`config.mk`:
```
export PLATFORM = sky130hd
export DESIGN_NAME = ca_loader
export DESIGN_NICKNAME = d
export VERILOG_FILES = /design/src/rtl/ca_pkg.sv /design/src/rtl/ca_loader.sv
export SDC_FILE = /design/constraint.sdc
export NUM_CORES = 1
export LEC_CHECK = 0
export CAP_MARGIN = 20
export CORE_UTILIZATION = 45
export DETAILED_ROUTE_END_ITERATION = 12
export GPL_TIMING_DRIVEN = 1
export PLACE_DENSITY = 0.72
export SLEW_MARGIN = 20
export SYNTH_ARGS = -nofsm -noshare
export SYNTH_HDL_FRONTEND = slang
export SYNTH_SLANG_ARGS = --single-unit
```
`constraint.sdc`:
```
create_clock -name clk -period 1.7 [get_ports clk]
set_input_delay 0.34 -clock clk [delete_from_list [all_inputs] [get_ports clk]]
set_output_delay 0.34 -clock clk [all_outputs]
set_load 0.03 [all_outputs]
```
`src/rtl/ca_pkg.sv`:
```
// Shared FSM encoding and default frame header for the CA seed loader.
package ca_pkg;

    typedef enum logic [1:0] {
        IDLE   = 2'd0,
        RULE   = 2'd1,
        DATA   = 2'd2,
        COMMIT = 2'd3
    } fsm_t;

    localparam logic [7:0] CA_HDR_DEFAULT = 8'hC5;

endpackage

```
`src/rtl/ca_loader.sv`:
```
// Parses HDR, rule, NBYTES LSB-first seed bytes from a byte stream and commits them to the CA array.
// Latency: set_state one cycle after last byte; backpressure: in_ready drops only in the COMMIT cycle.
module ca_loader
    import ca_pkg::*;
#(
    parameter int         WIDTH = 32,
    parameter logic [7:0] HDR   = CA_HDR_DEFAULT
) (
    input  logic             clk,
    input  logic             rst_n,
    input  logic [7:0]       in_data,
    input  logic             in_valid,
    output logic             in_ready,
    input  logic             abort,
    output logic [7:0]       rule,
    output logic [WIDTH-1:0] state,
    output logic             set_state,
    output logic             busy,
    output logic             err,
    output logic [7:0]       frames
);

    localparam int NBYTES = WIDTH / 8;
    localparam int IW     = (NBYTES > 1) ? $clog2(NBYTES) : 1;
    localparam logic [IW-1:0] LAST_IDX = IW'(NBYTES - 1);

    fsm_t             r_fsm;
    logic [IW-1:0]    r_idx;
    logic [7:0]       r_rule_sh;
    logic [WIDTH-1:0] r_state_sh;
    logic [7:0]       r_rule;
    logic [WIDTH-1:0] r_state;
    logic             r_set_state;
    logic             r_err;
    logic [7:0]       r_frames;
    logic             r_in_ready;

    logic             w_accept;
    logic [WIDTH-1:0] w_state_merged;

    assign w_accept = in_valid && r_in_ready;

    // Shadow with the incoming byte dropped into its slot, so the last byte commits directly.
    always_comb begin
        w_state_merged = r_state_sh;
        for (int k = 0; k < NBYTES; k++) begin
            if (r_idx == IW'(k)) begin
                w_state_merged[8*k +: 8] = in_data;
            end
        end
    end

    always_ff @(posedge clk or negedge rst_n) begin
        if (!rst_n) begin
            r_fsm       <= IDLE;
            r_idx       <= '0;
            r_rule_sh   <= '0;
            r_state_sh  <= '0;
            r_rule      <= '0;
            r_state     <= '0;
            r_set_state <= 1'b0;
            r_err       <= 1'b0;
            r_frames    <= '0;
            r_in_ready  <= 1'b0;
        end else begin
            r_set_state <= 1'b0;
            r_err       <= 1'b0;
            r_in_ready  <= 1'b1;
            if (abort) begin
                r_fsm      <= IDLE;
                r_idx      <= '0;
                r_rule_sh  <= '0;
                r_state_sh <= '0;
            end else begin
                case (r_fsm)
                    IDLE: begin
                        if (w_accept) begin
                            if (in_data == HDR) r_fsm <= RULE;
                            else                r_err <= 1'b1;
                        end
                    end
                    RULE: begin
                        if (w_accept) begin
                            r_rule_sh <= in_data;
                            r_idx     <= '0;
                            r_fsm     <= DATA;
                        end
                    end
                    DATA: begin
                        if (w_accept) begin
                            r_state_sh <= w_state_merged;
                            if (r_idx == LAST_IDX) begin
                                r_fsm       <= COMMIT;
                                r_idx       <= '0;
                                r_rule      <= r_rule_sh;
                                r_state     <= w_state_merged;
                                r_set_state <= 1'b1;
                                r_frames    <= r_frames + 8'd1;
                                r_in_ready  <= 1'b0;
                            end else begin
                                r_idx <= r_idx + 1'b1;
                            end
                        end
                    end
                    COMMIT:  r_fsm <= IDLE;
                    default: r_fsm <= IDLE;
                endcase
            end
        end
    end

    assign in_ready  = r_in_ready;
    assign rule      = r_rule;
    assign state     = r_state;
    assign set_state = r_set_state;
    assign err       = r_err;
    assign frames    = r_frames;
    assign busy      = (r_fsm != IDLE);

endmodule
```
### After elaboration in Yosys (flattened, before gate mapping)

Index checks and enable logic that the tools add are counted.

* register bits: 95
* latch bits: 0
* bits in writable memories: 0
* bits in read-only memories: 0
* input bits: 12
* output and inout bits: 52
* logic and storage cells: 72
* memories kept: 0

* add/subtract/negate cells: 2
* multiply operators: 0
* div/mod/pow operators: 0
* magnitude comparators: 0
* equal/unequal tests: 12
* shift operators: 0
* muxes and demuxes: 34
* bitwise operators: 1
* reduce and logical (&&, ||, !) cells: 13

Operator list (count)
* 32-bit two-way mux: 3
* 8-bit two-way mux: 7
* 2-bit two-way mux: 10
* 3-bit inequality test, second input constant: 5
* 1-bit two-way mux: 12
* 8-bit by 1-bit adder with 8-bit output, second input constant: 1
* 2-bit == test, second input constant: 4
* 8-bit == test, second input constant: 1
* 2-bit case mux with 4 select lines: 1
* 2-bit nonzero test: 4
* 5-bit AND reduction: 1
* 2-bit by 1-bit == test with 1-bit output, second input constant: 2
* 2-bit zero test: 2
* 2-bit case mux with 2 select lines: 1
* 2-bit AND reduction: 2
* 4-bit AND reduction: 1
* 3-bit AND reduction: 1
* 3-bit nonzero test: 1
* 2-bit by 1-bit adder with 2-bit output, second input constant: 1
* 1-bit logical AND: 1
* 1-bit NOT: 1

### Depth between registers and ports, before layout

* word-level depth: 5
* depth in mapped cells: 8
* mapped depth without buffers: 6

### Worst setup path before layout

OpenSTA, ideal clock, no wires.

* path kind: register -> register
* from: register r_fsm[0]
* to: register r_rule[0] (netlist: rule[0])
* library setup time: 0.125 ns
* data arrival time: 1.510 ns
* required time: 1.575 ns
* slack: 0.065 ns
* stages on the path, launching flop included: 8
* path buffers: 1
* period minus slack after synthesis: 1.635 ns
* path through: dfrtp_1 -> inv_1 -> ha_1 -> nand4_4 -> nor2_8 -> inv_2 -> buf_6 -> mux2_2

* word-level cells in the longest chain between the ends: 2

Ends and longest elaborated chain
* from (decl): line ca_loader.sv:27 `fsm_t r_fsm;`
* from (signal assigned): line ca_loader.sv:55 `r_fsm <= IDLE;`
* from (signal assigned): line ca_loader.sv:70 `r_fsm <= IDLE;`
* from (signal assigned): line ca_loader.sv:78 `if (in_data == HDR) r_fsm <= RULE;`
* 2-bit == test: line ca_loader.sv:75 `case (r_fsm)`
* 4-bit AND reduction (no source line)
* to (signal assigned): line ca_loader.sv:95 `r_rule <= r_rule_sh;`
* to (decl): line ca_loader.sv:31 `logic [7:0] r_rule;`

No other way between the ends.
A chain may end at the register's enable or synchronous reset.

### Final worst setup path

* from: register r_fsm[0]
* to: output busy

* word-level cells in the longest chain between the ends: 1

Ends and longest elaborated chain
* 2-bit nonzero test: line ca_loader.sv:118 `assign busy = (r_fsm != IDLE);`
* to (decl): line ca_loader.sv:18 `output logic busy,`

No other way between the ends.

==> flow_summary.json <==
{
  "finalCritPeriodShare_pct": 97.4,
  "cts_inserted_buffers": 9,
  "ys_top_cells_by_area": "dfrtp_1 (57%), a21oi_1 (7.3%), mux2i_1 (6.8%), nand2_1 (6.4%), mux2_2 (5.0%)",
  "grt_antenna_before_repair": 0,
  "initial_core_util_pct": 46.7,
  "worstSetupPathType": "register to output port",
  "cts_tree": "yes",
  "ys.warnings.count": 0,
  "htree_levels": 3,
  "ant_nets": 0,
  "crit_buf_inv": 4,
  "max_freq_mhz": 604,
  "areaGrowthSynthToFinish_pct": 26.6,
  "path_max_fanout": 3,
  "critical_path.top_delay_family": "buffers and inverters",
  "p_leak_nw": 2.45,
  "fin_nets": 456,
  "startpoint_type": "register",
  "final_layout_size_suffix_gt1_share_pct": 16.4,
  "netlist_area_um2": 3840,
  "endpoint_kind": "output port",
  "maxCapViolCount": 0,
  "async_reset_ff_share_pct": 100,
  "final_hold_viol_count": 0,
  "clock_sinks": 87,
  "worst_pin_slew_ps": 425,
  "grt_pass1_wl_mm": 13.5,
  "drtIter0Drc": 130,
  "outcome": "complete, no violations",
  "grt_overflow_total": 0,
  "grt_use_total_pct": 20.1,
  "nFillCells": 725,
  "syn_area_per_cell_um2": 10.6,
  "grt.met1_usage_pct": 28.1,
  "hold_path.class": "input pin to asynchronous set/reset pin",
  "route.vias.total": 2805,
  "arrival_ps": 1320,
  "clk_pin_slew_worst_paths_ps": 90,
  "io_buffers": 63,
  "synth_nets": 383,
  "period_minus_slack_ps": 1660,
  "p_per_area_nw_per_um2": 730,
  "avgViaCountPerCell": 5.15,
  "avgRoutedWirePerCell_um": 14.9,
  "total_power_mw": 3.55,
  "max_stage_delay_ps": 410,
  "setup_slack_ps": 44.5,
  "yosysMostFrequentCell": "dfrtp_1",
  "path_cells": "inv_1, buf_4, ha_4, inv_1, buf_4",
  "grt_pass1_vias": 2707,
  "fin_area_um2": 4860,
  "die_area_um2": 8900,
  "root_buffer": "clkbuf_8",
  "grt_use_met3_pct": 2.58,
  "drt-total-wl_mm": 8.12,
  "ys_types": 31,
  "clkLatencyLatePin_ps": 350,
  "ir_drop_uv": 431,
  "yosysTopAreaCell": "dfrtp_1",
  "skew_ps": 9.20,
  "rows": 33,
  "core_um2": 8220,
  "die-height_um": 94.3,
  "rsz0062_at_grt": "no",
  "placed_cell_area_um2": 4690,
  "synth_top_cell_area_share_pct": 56.8,
  "busiest_layer": "met2",
  "synth_edf_count": 0,
  "use_met2_pct": 31.7,
  "place_hpwl_mm": 5.63,
  "synth-seq-cells": 87,
  "crit_slowest_cell": "dfrtp_1",
  "setup_viol": 0,
  "seq_area_frac_synth_pct": 56.8,
  "dpl_worst_slack_ps": -202,
  "slew_violations": 0,
  "slew_headroom_pct": 71.6,
  "synth_top_flop_cell": "dfrtp_1",
  "die_w_um": 94.3,
  "grt_max_degree": 40,
  "cts.path.max_buffers": 2,
  "netlist_instances": 362,
  "io_pins": 64,
  "drtPass1Iterations": 5,
  "required_ps": 1360,
  "ys_top_cells_by_count": "dfrtp_1 (87), nand2_1 (65), a21oi_1 (56)",
  "antennaDiodeCount": 0,
  "drcViolationCount": 0,
  "gp_congestion": 0.790
}
[path summary, 6_finish.rpt]
path                            cells after the start  startpoint  slack [ps]        end
worst max-delay path                                5    r_fsm[0]          40       busy
worst min-delay path                                2       rst_n         460   state[4]
worst max register to register                      7    r_fsm[0]         130  frames[7]
worst min register to register                      1   frames[7]         480  frames[7]
max in group asynchronous                           3       rst_n         700   r_fsm[0]
min in group clk                                    1   frames[7]         480  frames[7]
[layer usage]
metal / vias up / part of all wire, %
met4: 0 / 1.4
li1: 1353 / -
met2: 70 / 49
met1: 1374 / 45
met3: 8 / 4.3
met5: - / 0
[cells by family (layout without fill, tap and decap cells)]
kind of cell	count (synthesis)	after routing	synth area share (%)
AO/OA/AOI/OAI	62	62	8.58
XOR/XNOR	7	7	1.60
adder cells (fa/ha/maj)	9	9	2.94
buffers and inverters	34	112	4.14
flip-flops	87	87	56.8
multiplexers	43	43	11.8
AND/OR/NAND/NOR	120	120	14.2
[state kept, by name, indices dropped and copies added (netlist names)]
| name | count |
|---|---|
| set_state | 1 |
| in_ready | 1 |
| state | 32 |
| r_fsm | 2 |
| err | 1 |
| r_rule_sh | 8 |
| r_state_sh | 24 |
| r_idx | 2 |
| frames | 8 |
| rule | 8 |
[report_power, final]
group	leakage, nW	internal [mW]	total [mW]	switching [mW]
logic	1.16	0.0615	0.174	0.113
clock network	0.0788	0.575	1.30	0.726
registers	1.21	2.07	2.07	0.000539
total	2.45	2.71	3.55	0.840
[through the flow]
| stage | util [%] | std cells | TNS, ps | hold slack [ps] |
|---|---|---|---|---|
| 2_1_floorplan | - | 362 | 0 | 44.4 |
| 3_3_place_gp | 57.1 | 527 | -6560 | 300 |
| 3_5_place_dp | 57.1 | 527 | -8060 | 306 |
| 6_report | 59.1 | 545 | 0 | 462 |
| 5_1_grt | 59.1 | 545 | 0 | 487 |
| 4_1_cts | 58.8 | 544 | 0 | 465 |
[what timing repair did]
action                     4_1_cts  5_1_grt
hold buffers                     1        0
setup buffers                    0        1
hold endpoints to repair        28        0
resized for setup               53        8
cloned                           0        0
setup endpoints to repair       54       52
[cells in the final DEF (no fill, tap or decap), drive strengths merged, types with 2 or more instances in the layout]
cell type       n
clkbuf         12
clkinvlp        3
nand4           4
and2            4
clkdlybuf4s50  10
mux2i          26
a22oi           2
nand2b          3
ha              9
o21ai           2
a21oi          56
xnor2           7
inv             6
nor2           29
dlymetal6s2s    2
nand3           9
and3            2
nand2          65
dlygate4sd2    49
mux2           17
dfrtp          87
buf            28
[cell type report]
class | count | area, um2 | area share [%]
clock inverter | 4 | 31.3 | 0.644
tap | 105 | 131 | 2.70
clock buffer | 12 | 145 | 2.99
multi-input combinational | 241 | 1520 | 31.3
sequential | 87 | 2180 | 44.8
timing repair buffer | 90 | 825 | 17.0
inverter | 6 | 25.0 | 0.515
Note: power is estimated with default switching activity, not from simulation.
